## config.mk

```make
export PLATFORM = sky130hd
export DESIGN_NAME = spi_master_tx_flat
export DESIGN_NICKNAME = d
export VERILOG_FILES = /design/src/rtl/spi_master_tx_pkg.sv /design/src/rtl/spi_master_tx_if.sv /design/src/rtl/spi_master_tx_bit_timer.sv /design/src/rtl/spi_master_tx.sv /design/src/flat_wrapper.sv
export SDC_FILE = /design/constraint.sdc
export NUM_CORES = 1
export LEC_CHECK = 0
export BUFFER_PORTS_ARGS = -buffer_cell sky130_fd_sc_hd__clkbuf_2
export CAP_MARGIN = 20
export CORE_MARGIN = 2
export CORE_UTILIZATION = 40
export CTS_CLUSTER_DIAMETER = 60
export DETAILED_ROUTE_END_ITERATION = 7
export GPL_ROUTABILITY_DRIVEN = 0
export PLACE_DENSITY = 0.63
export RECOVER_POWER = 50
export SLEW_MARGIN = 25
export SYNTH_ARGS = -nofsm -noshare
export SYNTH_HDL_FRONTEND = slang
export SYNTH_SLANG_ARGS = --single-unit
```

## constraint.sdc

```tcl
create_clock -name clk -period 2.9 [get_ports clk]
set_input_delay 0 -clock clk [delete_from_list [all_inputs] [get_ports clk]]
set_output_delay 0 -clock clk [all_outputs]
set_load 0.01 [all_outputs]
```

## src/rtl/spi_master_tx_pkg.sv

```systemverilog
// Shared definitions for the SPI initiator and the responder it talks to:
// FSM state encoding, SPI mode constants and default sizing.
package spi_master_tx_pkg;

  typedef enum logic [2:0] {
    IDLE  = 3'd0,
    SETUP = 3'd1,
    HIGH  = 3'd2,
    LOW   = 3'd3,
    TAIL  = 3'd4
  } spiState_t;

  // Mode 0, MSB first; the responder is built against the same constants.
  localparam bit CPOL      = 1'b0;
  localparam bit CPHA      = 1'b0;
  localparam bit MSB_FIRST = 1'b1;

  localparam int DEFAULT_WIDTH   = 8;
  localparam int DEFAULT_CLK_DIV = 2;

endpackage

```

## src/rtl/spi_master_tx_if.sv

```systemverilog
// Host handshake plus SPI pins of the initiator, bundled as one interface.
interface spi_master_tx_if
  import spi_master_tx_pkg::*;
#(
  parameter int WIDTH = DEFAULT_WIDTH
) ();
  logic             start;
  logic [WIDTH-1:0] txData;
  logic [WIDTH-1:0] rxData;
  logic             busy;
  logic             done;
  logic             sclk;
  logic             cs_n;
  logic             mosi;
  logic             miso;

  modport master (
    input  start, txData, miso,
    output rxData, busy, done, sclk, cs_n, mosi
  );

  modport slave (
    output start, txData, miso,
    input  rxData, busy, done, sclk, cs_n, mosi
  );
endinterface

```

## src/rtl/spi_master_tx_bit_timer.sv

```systemverilog
// Half-period divider and bit counter; tells the FSM when a phase ends and
// whether the bit being clocked is the last one of the word.
module spi_bit_timer #(
  parameter int WIDTH   = 8,
  parameter int CLK_DIV = 2
) (
  input  logic clk,
  input  logic reset_n,
  input  logic clear,
  input  logic run,
  input  logic bitStep,
  output logic phase_end,
  output logic last_bit
);
  localparam int DW = $clog2(CLK_DIV) + 1;
  localparam int BW = $clog2(WIDTH) + 1;
  localparam logic [DW-1:0] DIV_LAST = DW'(CLK_DIV - 1);
  localparam logic [BW-1:0] BIT_LAST = BW'(WIDTH - 1);

  logic [DW-1:0] divCnt;
  logic [BW-1:0] bitCnt;

  assign phase_end = run && (divCnt == DIV_LAST);
  assign last_bit  = (bitCnt == BIT_LAST);

  always_ff @(posedge clk or negedge reset_n) begin
    if (!reset_n) begin
      divCnt <= '0;
      bitCnt <= '0;
    end else begin
      if (clear || phase_end) divCnt <= '0;
      else if (run)           divCnt <= divCnt + 1'b1;

      if (clear)        bitCnt <= '0;
      else if (bitStep) bitCnt <= bitCnt + 1'b1;
    end
  end
endmodule

```

## src/rtl/spi_master_tx.sv

```systemverilog
// Mode-0, MSB-first, full-duplex SPI initiator: one WIDTH-bit transfer per
// accepted start, received word returned with a one-cycle done pulse.
module spi_master_tx
  import spi_master_tx_pkg::*;
#(
  parameter int WIDTH   = DEFAULT_WIDTH,
  parameter int CLK_DIV = DEFAULT_CLK_DIV
) (
  input  logic            clk,
  input  logic            reset_n,
  spi_master_tx_if.master bus
);
  spiState_t        stateReg, stateNext;
  logic [WIDTH-1:0] txShiftReg, txShiftNext;
  logic [WIDTH-1:0] rxShiftReg, rxShiftNext;
  logic [WIDTH-1:0] rxDataReg, rxDataNext;
  logic             sclkReg, sclkNext;
  logic             csReg, csNext;
  logic             mosiReg, mosiNext;
  logic             busyReg, busyNext;
  logic             doneReg, doneNext;

  logic accept, phaseEnd, lastBit;

  assign accept = (stateReg == IDLE) && bus.start;

  spi_bit_timer #(.WIDTH(WIDTH), .CLK_DIV(CLK_DIV)) u_timer (
    .clk      (clk),
    .reset_n  (reset_n),
    .clear    (accept),
    .run      (stateReg != IDLE),
    .bitStep  ((stateReg == HIGH) && phaseEnd),
    .phase_end(phaseEnd),
    .last_bit (lastBit)
  );

  always_ff @(posedge clk or negedge reset_n) begin
    if (!reset_n) begin
      stateReg   <= IDLE;
      txShiftReg <= '0;
      rxShiftReg <= '0;
      rxDataReg  <= '0;
      sclkReg    <= CPOL;
      csReg      <= 1'b1;
      mosiReg    <= 1'b0;
      busyReg    <= 1'b0;
      doneReg    <= 1'b0;
    end else begin
      stateReg   <= stateNext;
      txShiftReg <= txShiftNext;
      rxShiftReg <= rxShiftNext;
      rxDataReg  <= rxDataNext;
      sclkReg    <= sclkNext;
      csReg      <= csNext;
      mosiReg    <= mosiNext;
      busyReg    <= busyNext;
      doneReg    <= doneNext;
    end
  end

  always_comb begin
    stateNext   = stateReg;
    txShiftNext = txShiftReg;
    rxShiftNext = rxShiftReg;
    rxDataNext  = rxDataReg;
    sclkNext    = sclkReg;
    csNext      = csReg;
    mosiNext    = mosiReg;
    busyNext    = busyReg;
    doneNext    = 1'b0;

    unique case (stateReg)
      IDLE: if (bus.start) begin
        stateNext   = SETUP;
        txShiftNext = bus.txData;
        csNext      = 1'b0;
        mosiNext    = bus.txData[WIDTH-1];
        busyNext    = 1'b1;
      end
      SETUP, LOW: if (phaseEnd) begin
        stateNext = HIGH;
        sclkNext  = 1'b1;
      end
      HIGH: if (phaseEnd) begin
        // miso is sampled just before the falling edge; mosi moves with it.
        rxShiftNext = {rxShiftReg[WIDTH-2:0], bus.miso};
        sclkNext    = 1'b0;
        if (lastBit) begin
          stateNext = TAIL;
        end else begin
          stateNext   = LOW;
          txShiftNext = {txShiftReg[WIDTH-2:0], 1'b0};
          mosiNext    = txShiftReg[WIDTH-2];
        end
      end
      TAIL: if (phaseEnd) begin
        stateNext  = IDLE;
        csNext     = 1'b1;
        mosiNext   = 1'b0;
        rxDataNext = rxShiftReg;
        doneNext   = 1'b1;
        busyNext   = 1'b0;
      end
      default: stateNext = IDLE;
    endcase
  end

  assign bus.rxData = rxDataReg;
  assign bus.busy   = busyReg;
  assign bus.done   = doneReg;
  assign bus.sclk   = sclkReg;
  assign bus.cs_n   = csReg;
  assign bus.mosi   = mosiReg;
endmodule

```

## src/flat_wrapper.sv

```systemverilog
// flat-port wrapper written by rule: the top's interface ports become plain ports
module spi_master_tx_flat import spi_master_tx_pkg::*;
#(
  parameter int WIDTH   = DEFAULT_WIDTH,
  parameter int CLK_DIV = DEFAULT_CLK_DIV
)
  (clk, reset_n, bus_start, bus_txData, bus_miso, bus_rxData, bus_busy, bus_done, bus_sclk, bus_cs_n, bus_mosi);
  spi_master_tx_if #(.WIDTH(WIDTH)) bus_i ();
  input  logic clk;
  input  logic reset_n;
  input wire logic [$bits(bus_i.start)-1:0] bus_start;
  input wire logic [$bits(bus_i.txData)-1:0] bus_txData;
  input wire logic [$bits(bus_i.miso)-1:0] bus_miso;
  output wire logic [$bits(bus_i.rxData)-1:0] bus_rxData;
  output wire logic [$bits(bus_i.busy)-1:0] bus_busy;
  output wire logic [$bits(bus_i.done)-1:0] bus_done;
  output wire logic [$bits(bus_i.sclk)-1:0] bus_sclk;
  output wire logic [$bits(bus_i.cs_n)-1:0] bus_cs_n;
  output wire logic [$bits(bus_i.mosi)-1:0] bus_mosi;
  assign bus_i.start = bus_start;
  assign bus_i.txData = bus_txData;
  assign bus_i.miso = bus_miso;
  assign bus_rxData = bus_i.rxData;
  assign bus_busy = bus_i.busy;
  assign bus_done = bus_i.done;
  assign bus_sclk = bus_i.sclk;
  assign bus_cs_n = bus_i.cs_n;
  assign bus_mosi = bus_i.mosi;
  spi_master_tx #(.WIDTH(WIDTH), .CLK_DIV(CLK_DIV)) u_core (.clk(clk), .reset_n(reset_n), .bus(bus_i));
endmodule
```

==> flow_metrics.env <==
export IMPL_switching_power_uw=393
export IMPL_place_port_buffers=24
export IMPL_peakVddDrop_mv=0.327
export IMPL_cts_root_buffer="clkbuf_8"
export IMPL_path_delay_family="buffers and inverters"
export IMPL_timing_final_max_slew_violations=38
export IMPL_p_leak_uw=0.000834
export IMPL_path_buf_inv=2
export IMPL_worst_skew_pair_late_latency_ns=0.28
export IMPL_violations="capacitance limit, slew limit"
export IMPL_wl_mm=2.98
export IMPL_ios=25
export IMPL_initial_utilization_pct=40.7
export IMPL_synth_largest_area_cell="dfrtp_1"
export IMPL_ctsResizeCount=0
export IMPL_wl_per_cell_um=14.0
export IMPL_num_vias=1086
export IMPL_cts_buffer_depth=2
export IMPL_min_delay_path_class="input pin to flop"
export IMPL_die_width_um=67.4
export IMPL_clock_sinks=37
export IMPL_fin_crit_sh_pct=65.9
export IMPL_avgSynthCellArea_sq_um=11.7
export IMPL_cts_tree="done"
export IMPL_path_max_fanout=37
export IMPL_antenna_cells=0
export IMPL_drt_iter0_markers=98
export IMPL_arrival_ns=1.92
export IMPL_synth_fa_ha_area_share_pct=1.56
export IMPL_setup_viol=0
export IMPL_synth_area_top_cells="dfrtp_1, mux2_1, a21oi_1, o22ai_1, inv_1"
export IMPL_post_cts_setup_buffers=0
export IMPL_synth_top_family_by_area="multiplexers"
export IMPL_tightest_slew_ns=1.94
export IMPL_powerDensity_mw_per_mm2=699
export IMPL_path_class="input pin to async pin"
export IMPL_grt_pass1_wl_mm=5.15
export IMPL_synth_top_area_share_pct=56.1
export IMPL_yosysUniqueCellTypes=32
export IMPL_rsz0062_at_grt="no"
export IMPL_cts_max_level=2
export IMPL_grt_pass1_vias=1083
export IMPL_grt_max_degree=38
export IMPL_clk_pin_slew_ns=0.07
export IMPL_clock_skew_ns=0.00855
export IMPL_crit_path_end_kind="async pin"
export IMPL_seq_area_frac_synth_pct=57.7
export IMPL_numCtsBuffers=5
export IMPL_synthesis_area_sq_mm=0.00161
export IMPL_ant_nets=0
export IMPL_synth_fp_nets=151
export IMPL_max_freq_mhz=523
export IMPL_ys_warn_count=0
export IMPL_place_area_sq_mm=0.00176
export IMPL_synth_xor_area_share_pct=1.09
export IMPL_synthCells=137
export IMPL_synth_edf_count=0
export IMPL_nets=178
export IMPL_final_layout_size_suffix_gt1_share_pct=13.5
export IMPL_path_cells="dlygate4sd3_1 > clkbuf_1"
export IMPL_required_ns=2.91
export IMPL_maxCapViolCount=1
export IMPL_p_seq_share_pct=51.9
export IMPL_relSlewSlack_pct=-29.4
export IMPL_critical_path_max_stage_delay_ns=1.39
export IMPL_synthSimpleGateAreaFrac_pct=10.5
export IMPL_swShare_pct=30.4
export IMPL_synth_ff_type="dfrtp_1"
export IMPL_ys_seq_elements=37
export IMPL_setup_tns_ns=0
export IMPL_fp_coreArea_sq_mm=0.00394
export IMPL_critPathSlowestCell="clkbuf_1"
export IMPL_async_reset_ff_share_pct=100
export IMPL_grtUsageTotal_pct=15.7
export IMPL_antenna_found_initial=0
export IMPL_critPathLaunchType="input pin"
export IMPL_cts_hold_buf=3
export IMPL_die_height_um=67.4
export IMPL_areaGrowthSynthToFinish_pct=15.1
export IMPL_yosysMostFrequentCell="dfrtp_1"
export IMPL_design_die_area_sq_mm=0.00454
export IMPL_dp_hpwl_mm=2.11
export IMPL_muxShareOfSynthArea_pct=13.2
export IMPL_remaining_drc_errors=0
export IMPL_ys_top_cells_by_count="dfrtp_1, mux2_1, a21oi_1, inv_1"
export IMPL_cell_internal_pwr_uw=900
export IMPL_comb_power_share_pct=23.1
export IMPL_hold_ws_ns=0.0171
export IMPL_min_period_ns=1.91
export IMPL_outcome="finished with violations"
export IMPL_rows=23
export IMPL_viasPerCell=5.10
export IMPL_clkPwrFrac_pct=25.0
export IMPL_final_cell_area_sq_mm=0.00185
export IMPL_overflow=0
export IMPL_finalHoldViolCount=0
export IMPL_synth_compound_area_share_pct=11.1
export IMPL_dr_pass1_iters=4
==> worst register-to-register path, cell delays in order, from the launching register on <==
cell and delay, ns:
dfrtp_1 0.55, or3b_1 0.44, or3b_1 0.47, o22ai_1 0.18, a21oi_1 0.06
==> layer usage <==
layer / up-vias / track usage (%) / share of wire [%]
met1: 525 / 19.5 / 44
met3: 5 / 4.33 / 5.0
met2: 29 / 25.4 / 49
li1: 527 / - / -
met4: 0 / 7.14 / 1.6
met5: - / 0 / 0
==> cell families after synthesis <==
family	count (synthesis)
flops	37
compound gates	29
simple gates	29
buf+inv	19
mux	19
xor+xnor	2
fa+ha+maj	2
==> through the flow <==
step	setup WS [ns]	std cells	total power (uW)	utilization [%]
floorplan	1.18	137	895	-
global placement	1.11	204	968	44.7
detailed placement	1.08	204	986	44.7
CTS	1.07	213	1310	47.3
global route	0.542	213	1390	46.9
finish	0.989	213	1290	46.9
==> sequential cells by signal, summed over array words and instances, names as in the netlist, 2 cells and up <==
| signal | count |
|---|---|
| u_core.u_timer.divCnt | 2 |
| u_core.u_timer.bitCnt | 4 |
| u_core.txShiftReg | 7 |
| u_core.stateReg | 3 |
| u_core.bus.rxData | 8 |
| u_core.rxShiftReg | 8 |
==> cells in the final DEF (no fill, tap or decap), types with 3 or more instances in the layout <==
| cell type | n |
|---|---|
| clkbuf_8 | 5 |
| nor2_1 | 6 |
| mux2_1 | 16 |
| clkbuf_2 | 11 |
| dfrtp_1 | 36 |
| a21oi_1 | 11 |
| nand3b_1 | 4 |
| o22ai_1 | 7 |
| dlygate4sd3_1 | 3 |
| clkbuf_1 | 13 |
| inv_1 | 11 |
| nand2_1 | 7 |
==> final timing paths <==
check,from,endpoint,slack (ns),depth (start not counted)
min in group asynchronous,reset_n,u_core.txShiftReg[6]$_DFFE_PN0P_,0.79,2
min,bus_txData[3],u_core.txShiftReg[3]$_DFFE_PN0P_,0.02,3
max in group clk,u_core.stateReg[1]$_DFFE_PN0P_,u_core.txShiftReg[6]$_DFFE_PN0P_,1.08,4
max,reset_n,u_core.bus.rxData[0]$_DFFE_PN0P_,0.99,2
min reg2reg,u_core.bus.rxData[3]$_DFFE_PN0P_,u_core.bus.rxData[3]$_DFFE_PN0P_,0.49,1
max reg2reg,u_core.stateReg[1]$_DFFE_PN0P_,u_core.txShiftReg[6]$_DFFE_PN0P_,1.08,4
==> power by group through the flow <==
stage          Sequential (uW)  Clock (uW)  Combinational (uW)
2_1_floorplan              659           0                 235
6_report                   671         324                 299
4_1_cts                    673         333                 309
3_3_place_gp               676           0                 293
5_1_grt                    684         362                 343
3_5_place_dp               683           0                 303
==> area by class of cell <==
cell class	count	area (sq um)
clock buffers	5	68.8
clock inverters	1	5.00
fillers	365	2090
inverters	11	41.3
multi-input cells	81	603
flip-flops and latches	37	927
well taps	50	62.6
repair buffers	28	141
Note: power is estimated with default switching activity, not from simulation.
